`src/rtl/cisc_isa_pkg.sv`:
```
// rtl/cisc_isa_pkg.sv - opcode table, field layout and fetch FSM states shared by fetch unit and engine
// Contents: ISA_ADDR_W / ISA_INST_W defaults, OP_* opcode constants, instruction field
//           bit positions, fetchStateT FSM encoding, is_legal_opcode() lookup.
package cisc_isa_pkg;

    localparam int ISA_ADDR_W = 7;
    localparam int ISA_INST_W = 32;

    localparam logic [7:0] OP_NOP       = 8'h00;
    localparam logic [7:0] OP_ADD       = 8'h01;
    localparam logic [7:0] OP_SUB       = 8'h02;
    localparam logic [7:0] OP_TRANSPOSE = 8'h03;
    localparam logic [7:0] OP_SCALE     = 8'h04;
    localparam logic [7:0] OP_MULT      = 8'h05;
    localparam logic [7:0] OP_HALT      = 8'hFF;

    // Instruction word layout: opcode | dest | src1 | src2
    localparam int FIELD_W    = 8;
    localparam int OPCODE_LSB = 24;
    localparam int DEST_LSB   = 16;
    localparam int SRC1_LSB   = 8;
    localparam int SRC2_LSB   = 0;

    typedef enum logic [2:0] {
        StIdle,
        StReq,
        StFull,
        StStop,
        StError
    } fetchStateT;

    function automatic logic is_legal_opcode(input logic [7:0] opcode);
        case (opcode)
            OP_NOP, OP_ADD, OP_SUB, OP_TRANSPOSE,
            OP_SCALE, OP_MULT, OP_HALT: return 1'b1;
            default:                    return 1'b0;
        endcase
    endfunction

endpackage

```
`src/rtl/fetch_fifo.sv`:
```
// rtl/fetch_fifo.sv - synchronous prefetch FIFO with flush, count, full and empty
// Ports: clk, rst_n (async active-low), flush (drops all entries), push/pushData,
//        pop, headData (registered head entry), count, full, empty.
module fetch_fifo #(
    parameter int DEPTH = 2,
    parameter int WIDTH = 39
) (
    input  logic                       clk,
    input  logic                       rst_n,
    input  logic                       flush,
    input  logic                       push,
    input  logic [WIDTH-1:0]           pushData,
    input  logic                       pop,
    output logic [WIDTH-1:0]           headData,
    output logic [$clog2(DEPTH):0]     count,
    output logic                       full,
    output logic                       empty
);

    localparam int PTR_W = $clog2(DEPTH);
    localparam logic [PTR_W:0] FULL_COUNT = (PTR_W + 1)'(DEPTH);

    logic [WIDTH-1:0] mem [DEPTH];
    logic [PTR_W-1:0] wrPtr;
    logic [PTR_W-1:0] rdPtr;
    logic             doPush;
    logic             doPop;

    assign doPush = push && !full;
    assign doPop  = pop && !empty;

    always_ff @(posedge clk or negedge rst_n) begin
        if (!rst_n) begin
            for (int i = 0; i < DEPTH; i++) begin
                mem[i] <= '0;
            end
            wrPtr <= '0;
            rdPtr <= '0;
            count <= '0;
        end else if (flush) begin
            wrPtr <= '0;
            rdPtr <= '0;
            count <= '0;
        end else begin
            if (doPush) begin
                mem[wrPtr] <= pushData;
                wrPtr      <= wrPtr + 1'b1;
            end
            if (doPop) begin
                rdPtr <= rdPtr + 1'b1;
            end
            case ({doPush, doPop})
                2'b10:   count <= count + 1'b1;
                2'b01:   count <= count - 1'b1;
                default: ;
            endcase
        end
    end

    // Head comes straight from storage registers, so downstream sees no path from pushData.
    assign headData = mem[rdPtr];
    assign full     = (count == FULL_COUNT);
    assign empty    = (count == '0);

endmodule

```
`src/rtl/instruction_fetch_unit.sv`:
```
// rtl/instruction_fetch_unit.sv - ROM fetch FSM, prefetch buffer and field decode for the execution engine
// Ports: clk, reset (async active-low); ROM side inst_enable/inst_address/inst_data/inst_did_read;
//        engine side dec_valid/dec_ready and decoded fields dec_opcode/dec_dest/dec_src1/dec_src2/
//        dec_pc/dec_illegal; control redirect/redirect_pc; status halted/fetch_error.
module instruction_fetch_unit
    import cisc_isa_pkg::*;
#(
    parameter int ADDR_W   = ISA_ADDR_W,
    parameter int INST_W   = ISA_INST_W,
    parameter int DEPTH    = 2,
    parameter int START_PC = 0,
    parameter int TIMEOUT  = 15
) (
    input  logic              clk,
    input  logic              reset,
    output logic              inst_enable,
    output logic [ADDR_W-1:0] inst_address,
    input  logic [INST_W-1:0] inst_data,
    input  logic              inst_did_read,
    output logic              dec_valid,
    input  logic              dec_ready,
    output logic [7:0]        dec_opcode,
    output logic [7:0]        dec_dest,
    output logic [7:0]        dec_src1,
    output logic [7:0]        dec_src2,
    output logic [ADDR_W-1:0] dec_pc,
    output logic              dec_illegal,
    input  logic              redirect,
    input  logic [ADDR_W-1:0] redirect_pc,
    output logic              halted,
    output logic              fetch_error
);

    localparam int ENTRY_W = ADDR_W + INST_W;
    localparam int CNT_W   = $clog2(DEPTH) + 1;
    localparam int TMR_W   = $clog2(TIMEOUT + 1);

    fetchStateT          state;
    logic [ADDR_W-1:0]   pc;
    logic [TMR_W-1:0]    waitCycles;
    logic                instEnableQ;
    logic                haltedQ;
    logic                fetchErrorQ;

    logic [ENTRY_W-1:0]  headEntry;
    logic [INST_W-1:0]   headInst;
    logic [CNT_W-1:0]    fifoCount;
    logic                fifoFull;
    logic                fifoEmpty;
    logic                push;
    logic                pop;
    logic                roomAfterPush;

    // Redirect suppresses both sides so a flush never races with a same-cycle push or pop.
    assign push = (state == StReq) && inst_did_read && !redirect && !fifoFull;
    assign pop  = !fifoEmpty && dec_ready && !redirect;

    // A push this cycle still leaves a slot if an entry leaves at the same time.
    assign roomAfterPush = pop || (fifoCount < CNT_W'(DEPTH - 1));

    fetch_fifo #(
        .DEPTH (DEPTH),
        .WIDTH (ENTRY_W)
    ) u_fifo (
        .clk      (clk),
        .rst_n    (reset),
        .flush    (redirect),
        .push     (push),
        .pushData ({pc, inst_data}),
        .pop      (pop),
        .headData (headEntry),
        .count    (fifoCount),
        .full     (fifoFull),
        .empty    (fifoEmpty)
    );

    always_ff @(posedge clk or negedge reset) begin
        if (!reset) begin
            state       <= StIdle;
            pc          <= ADDR_W'(START_PC);
            waitCycles  <= '0;
            instEnableQ <= 1'b0;
            haltedQ     <= 1'b0;
            fetchErrorQ <= 1'b0;
        end else if (redirect) begin
            state       <= StReq;
            pc          <= redirect_pc;
            waitCycles  <= '0;
            instEnableQ <= 1'b1;
            haltedQ     <= 1'b0;
            fetchErrorQ <= 1'b0;
        end else begin
            if (pop && (headInst[OPCODE_LSB +: FIELD_W] == OP_HALT)) begin
                haltedQ <= 1'b1;
            end
            case (state)
                StIdle: begin
                    state       <= StReq;
                    instEnableQ <= 1'b1;
                end
                StReq: begin
                    if (inst_did_read) begin
                        pc         <= pc + 1'b1;
                        waitCycles <= '0;
                        if (inst_data[OPCODE_LSB +: FIELD_W] == OP_HALT) begin
                            state       <= StStop;
                            instEnableQ <= 1'b0;
                        end else if (!roomAfterPush) begin
                            state       <= StFull;
                            instEnableQ <= 1'b0;
                        end
                    end else if (waitCycles == TMR_W'(TIMEOUT - 1)) begin
                        state       <= StError;
                        instEnableQ <= 1'b0;
                        fetchErrorQ <= 1'b1;
                    end else begin
                        waitCycles <= waitCycles + 1'b1;
                    end
                end
                StFull: begin
                    if (pop) begin
                        state       <= StReq;
                        instEnableQ <= 1'b1;
                    end
                end
                default: ;  // StStop and StError wait for reset or redirect
            endcase
        end
    end

    assign headInst     = headEntry[INST_W-1:0];
    assign inst_enable  = instEnableQ;
    assign inst_address = pc;
    assign dec_valid    = !fifoEmpty;
    assign dec_pc       = headEntry[ENTRY_W-1 -: ADDR_W];
    assign dec_opcode   = headInst[OPCODE_LSB +: FIELD_W];
    assign dec_dest     = headInst[DEST_LSB +: FIELD_W];
    assign dec_src1     = headInst[SRC1_LSB +: FIELD_W];
    assign dec_src2     = headInst[SRC2_LSB +: FIELD_W];
    assign dec_illegal  = !fifoEmpty && !is_legal_opcode(dec_opcode);
    assign halted       = haltedQ;
    assign fetch_error  = fetchErrorQ;

endmodule

```
`config.mk`:
```
export PLATFORM = sky130hd
export DESIGN_NAME = instruction_fetch_unit
export DESIGN_NICKNAME = d
export VERILOG_FILES = /design/src/rtl/cisc_isa_pkg.sv /design/src/rtl/fetch_fifo.sv /design/src/rtl/instruction_fetch_unit.sv
export SDC_FILE = /design/constraint.sdc
export NUM_CORES = 1
export LEC_CHECK = 0
export CAP_MARGIN = 15
export CORE_UTILIZATION = 50
export DETAILED_ROUTE_END_ITERATION = 12
export PLACE_DENSITY = 0.85
export SLEW_MARGIN = 30
export SYNTH_ARGS = -nofsm -noshare
export SYNTH_HDL_FRONTEND = slang
export SYNTH_SLANG_ARGS = --single-unit
```
`constraint.sdc`:
```
create_clock -name clk -period 2.4 [get_ports clk]
set_input_delay 0.48 -clock clk [delete_from_list [all_inputs] [get_ports clk]]
set_output_delay 0.48 -clock clk [all_outputs]
set_load 0.03 [all_outputs]
```
==> qor.yml <==
worst_slack_ns: -0.2984
routed_wl_mm: 9.506
synth_edf_count: 0
grt_pass1_wl_mm: 16.11
core_area_um2: 8848
final_util: 0.6814
cts-buffers-inserted: 9
critical_path_buf_inv_count: 2
synth_nets: 402
synthDistinctLibCells: 48
min_path_type: "input port to asynchronous set/reset pin"
crit_family: "simple AND/OR/NAND/NOR gates"
dp_cells: 561
grt_usage: 0.2149
antenna_found_initial: 0
cp.depth: 5
r2r_slack_ns: 0.38
grtUsageMet1: 0.2694
synthCells: 352
post-synth-top-area-cell: "dfrtp_1"
relSlewSlack: 0.6048
die_x_um: 98.25
num_rows: 34
gr-usage-met3: 0.05297
cp-start-kind: "flop"
max_cap_viol_count: 0
place_area_um2: 5837
die_area_um2: 9653
port_buffers: 94
p_leak_uw: 0.002686
die-height_um: 98.25
startpoint: "u_fifo.rdPtr$_DFFE_PN0P_"
vias_per_cell: 5.471
ctsRootBufferMaster: "clkbuf_8"
path_cells: "mux2i_4 -> clkinv_2 -> or4_1 -> o311a_1 -> buf_6"
synth_ff_type: "dfrtp_1"
gp_congestion: 0.7868
drive_above_1_share: 0.2026
grt_max_degree: 49
cp.required_ns: 1.92
rsz0062_at_grt: "yes"
clock_path_buffers: 2
r2r_start: "u_fifo.count[0]$_DFFE_PN0P_"
fmax_mhz: 370.6
final_area_um2: 6030
synth_area_leaders: "dfrtp_1 53%, mux2_1 19%, mux2_2 8.3%, xnor2_1 1.7%, ha_1 1.6%"
ant_nets: 0
worst_pin_slew_ns: 0.5929
synth.ff_latch_count: 99
ir_worst_vdd_v: 0.0005941
fin_cells: 577
cp_slowest_stage_delay_ns: 0.52
timing.final.crit_period_ns: 2.698
netlist.area_leader.share: 0.5348
synth_seq_area_share: 0.5348
status: "finished with violations"
power.density_nw_per_um2: 1274
yosysWarnings: 0
synth_area_um2: 4632
first_pass_iters: 11
ys_async_sr_fraction: 1.000
clock-sinks: 99
endpoint_kind: "primary output"
clkLatencyLatePin_ns: 0.36
grt-busiest-layer: "met2"
setup_viol: 21
syn_to_final_growth_pct: 30.17
syn_avg_cell_area_um2: 13.16
wl_per_cell_um: 16.47
start_util: 0.5235
fin_skew_ns: 0.01261
cts_tree: "yes"
htree_levels: 3
path_clk_slew_ns: 0.09
hpwlAfterDp_mm: 6.973
rr_worst_depth: 6
final_nets: 515
io_pins: 95
crit_end: "dec_illegal"
drcViolationCount: 8
failed_checks: "DRC, setup timing"
worstPathArrival_ns: 2.22
met2_usage: 0.3635
critPathKind: "flop to primary output"
crit_slowest_cell: "or4_1"
drt_iter0_markers: 85
grt_pass1_vias: 3378
vias: 3157
worst_r2r_endpoint: "state[0]$_DFFE_PN0P_"
diodes: 0
path_max_fanout: 6
grt_overflow_total: 0
final_hold_viol_count: 0
final_max_slew_viol_count: 0
finalCritPeriodShare: 1.124
final cells by class:
type / instances / area, um^2
clock buffer: 10 / 127.6
clock inverter: 5 / 40.04
fill: 686 / 2819
inverter: 11 / 42.54
multi-input combinational: 225 / 2059
sequential: 99 / 2479
tap: 108 / 135.1
timing repair buffer: 119 / 1146
how the worst min path moves through the flow:
| stage | to | cells past startpoint |
|---|---|---|
| final | u_fifo.mem[20]$_DFFE_PN0P_ | 1 |
| after CTS | waitCycles[1]$_DFFE_PN0P_ | 1 |
| after global routing | u_fifo.mem[58]$_DFFE_PN0P_ | 1 |
| after floorplan | fetch_error$_DFFE_PN0P_ | 0 |
| after global placement | u_fifo.mem[47]$_DFFE_PN0P_ | 1 |
| after detailed placement | u_fifo.mem[53]$_DFFE_PN0P_ | 1 |
cell families after synthesis:
kind of cell               Yosys count  share of synthesized area
muxes                              118                     0.2866
DFF                                 99                     0.5348
and+or+nand+nor                     59                    0.06943
AOI/OAI and AO/OA                   32                    0.04700
buffers and inverters               28                    0.02701
xor gates and xnor gates            10                    0.01891
adders and majority gates            6                    0.01621
power by group:
part           internal, uW  switching (uW)  leakage [uW]
clock network           377             556     0.0000750
registers              2350             412       0.00125
logic                  1920            2070       0.00137
cells in the mapped netlist (4+ instances only):
cell type  instances
buf_2              7
clkbuf_1           8
dfrtp_1           99
ha_1               6
inv_1             10
mux2_1            79
mux2_2            34
mux2i_1            4
nand2_1           16
nand3_1            6
nor2_1            13
nor3_1             6
o21ai_0            9
o21ai_1            4
xnor2_1            9
per-layer routing:
layer,share of wire,vias to the layer above,routed length [um]
met5,0,-,0
met4,0.0098,0,93
met3,0.051,9,482
met2,0.51,78,4814
met1,0.43,1589,4114
li1,-,1481,-
per-stage QoR:
stage	hold slack (ns)	TNS, ns	setup slack (ns)	power, uW
final	0.1254	-3.872	-0.2984	7681
after global routing	0.1517	-5.609	-0.3542	8133
after CTS	0.1350	-5.841	-0.2970	7709
after detailed placement	0.4723	-0.3414	-0.3414	6834
after global placement	0.4631	-0.2750	-0.2750	6681
after floorplan	0.1844	0	0.04725	5249
sequential cells by signal (all words and copies together), names as in the netlist:
register	count
u_fifo.count	2
inst_address	7
u_fifo.wrPtr	1
state	3
waitCycles	4
fetch_error	1
u_fifo.rdPtr	1
u_fifo.mem	78
halted	1
inst_enable	1
cells in the final DEF, fill, tap and decap left out, drive strengths merged, types with 2 or more instances in the layout:
cell / synthesis / routed
dlygate4sd2: 0 / 3
nor2b: 2 / 2
nand4: 3 / 3
nor3: 7 / 7
clkinvlp: 0 / 3
xnor2: 9 / 9
nand2: 16 / 16
dfrtp: 99 / 99
nand2b: 2 / 2
buf: 9 / 32
mux2i: 4 / 4
o21ai: 13 / 13
dlymetal6s2s: 0 / 2
clkdlybuf4s15: 0 / 7
nor2: 14 / 14
clkdlybuf4s50: 0 / 72
a211oi: 3 / 3
or4: 2 / 2
nand3: 6 / 6
clkinv: 1 / 2
mux2: 114 / 114
clkbuf: 8 / 13
inv: 10 / 11
a21oi: 3 / 3
ha: 6 / 6
repair_timing:
action / 4_1_cts / 5_1_grt
hold buffers: 0 / 0
endpoints found under the setup margin: 34 / 25
setup buffers: 0 / 1
gates resized for setup: 22 / 19
Note: power is estimated with default switching activity, not from simulation.
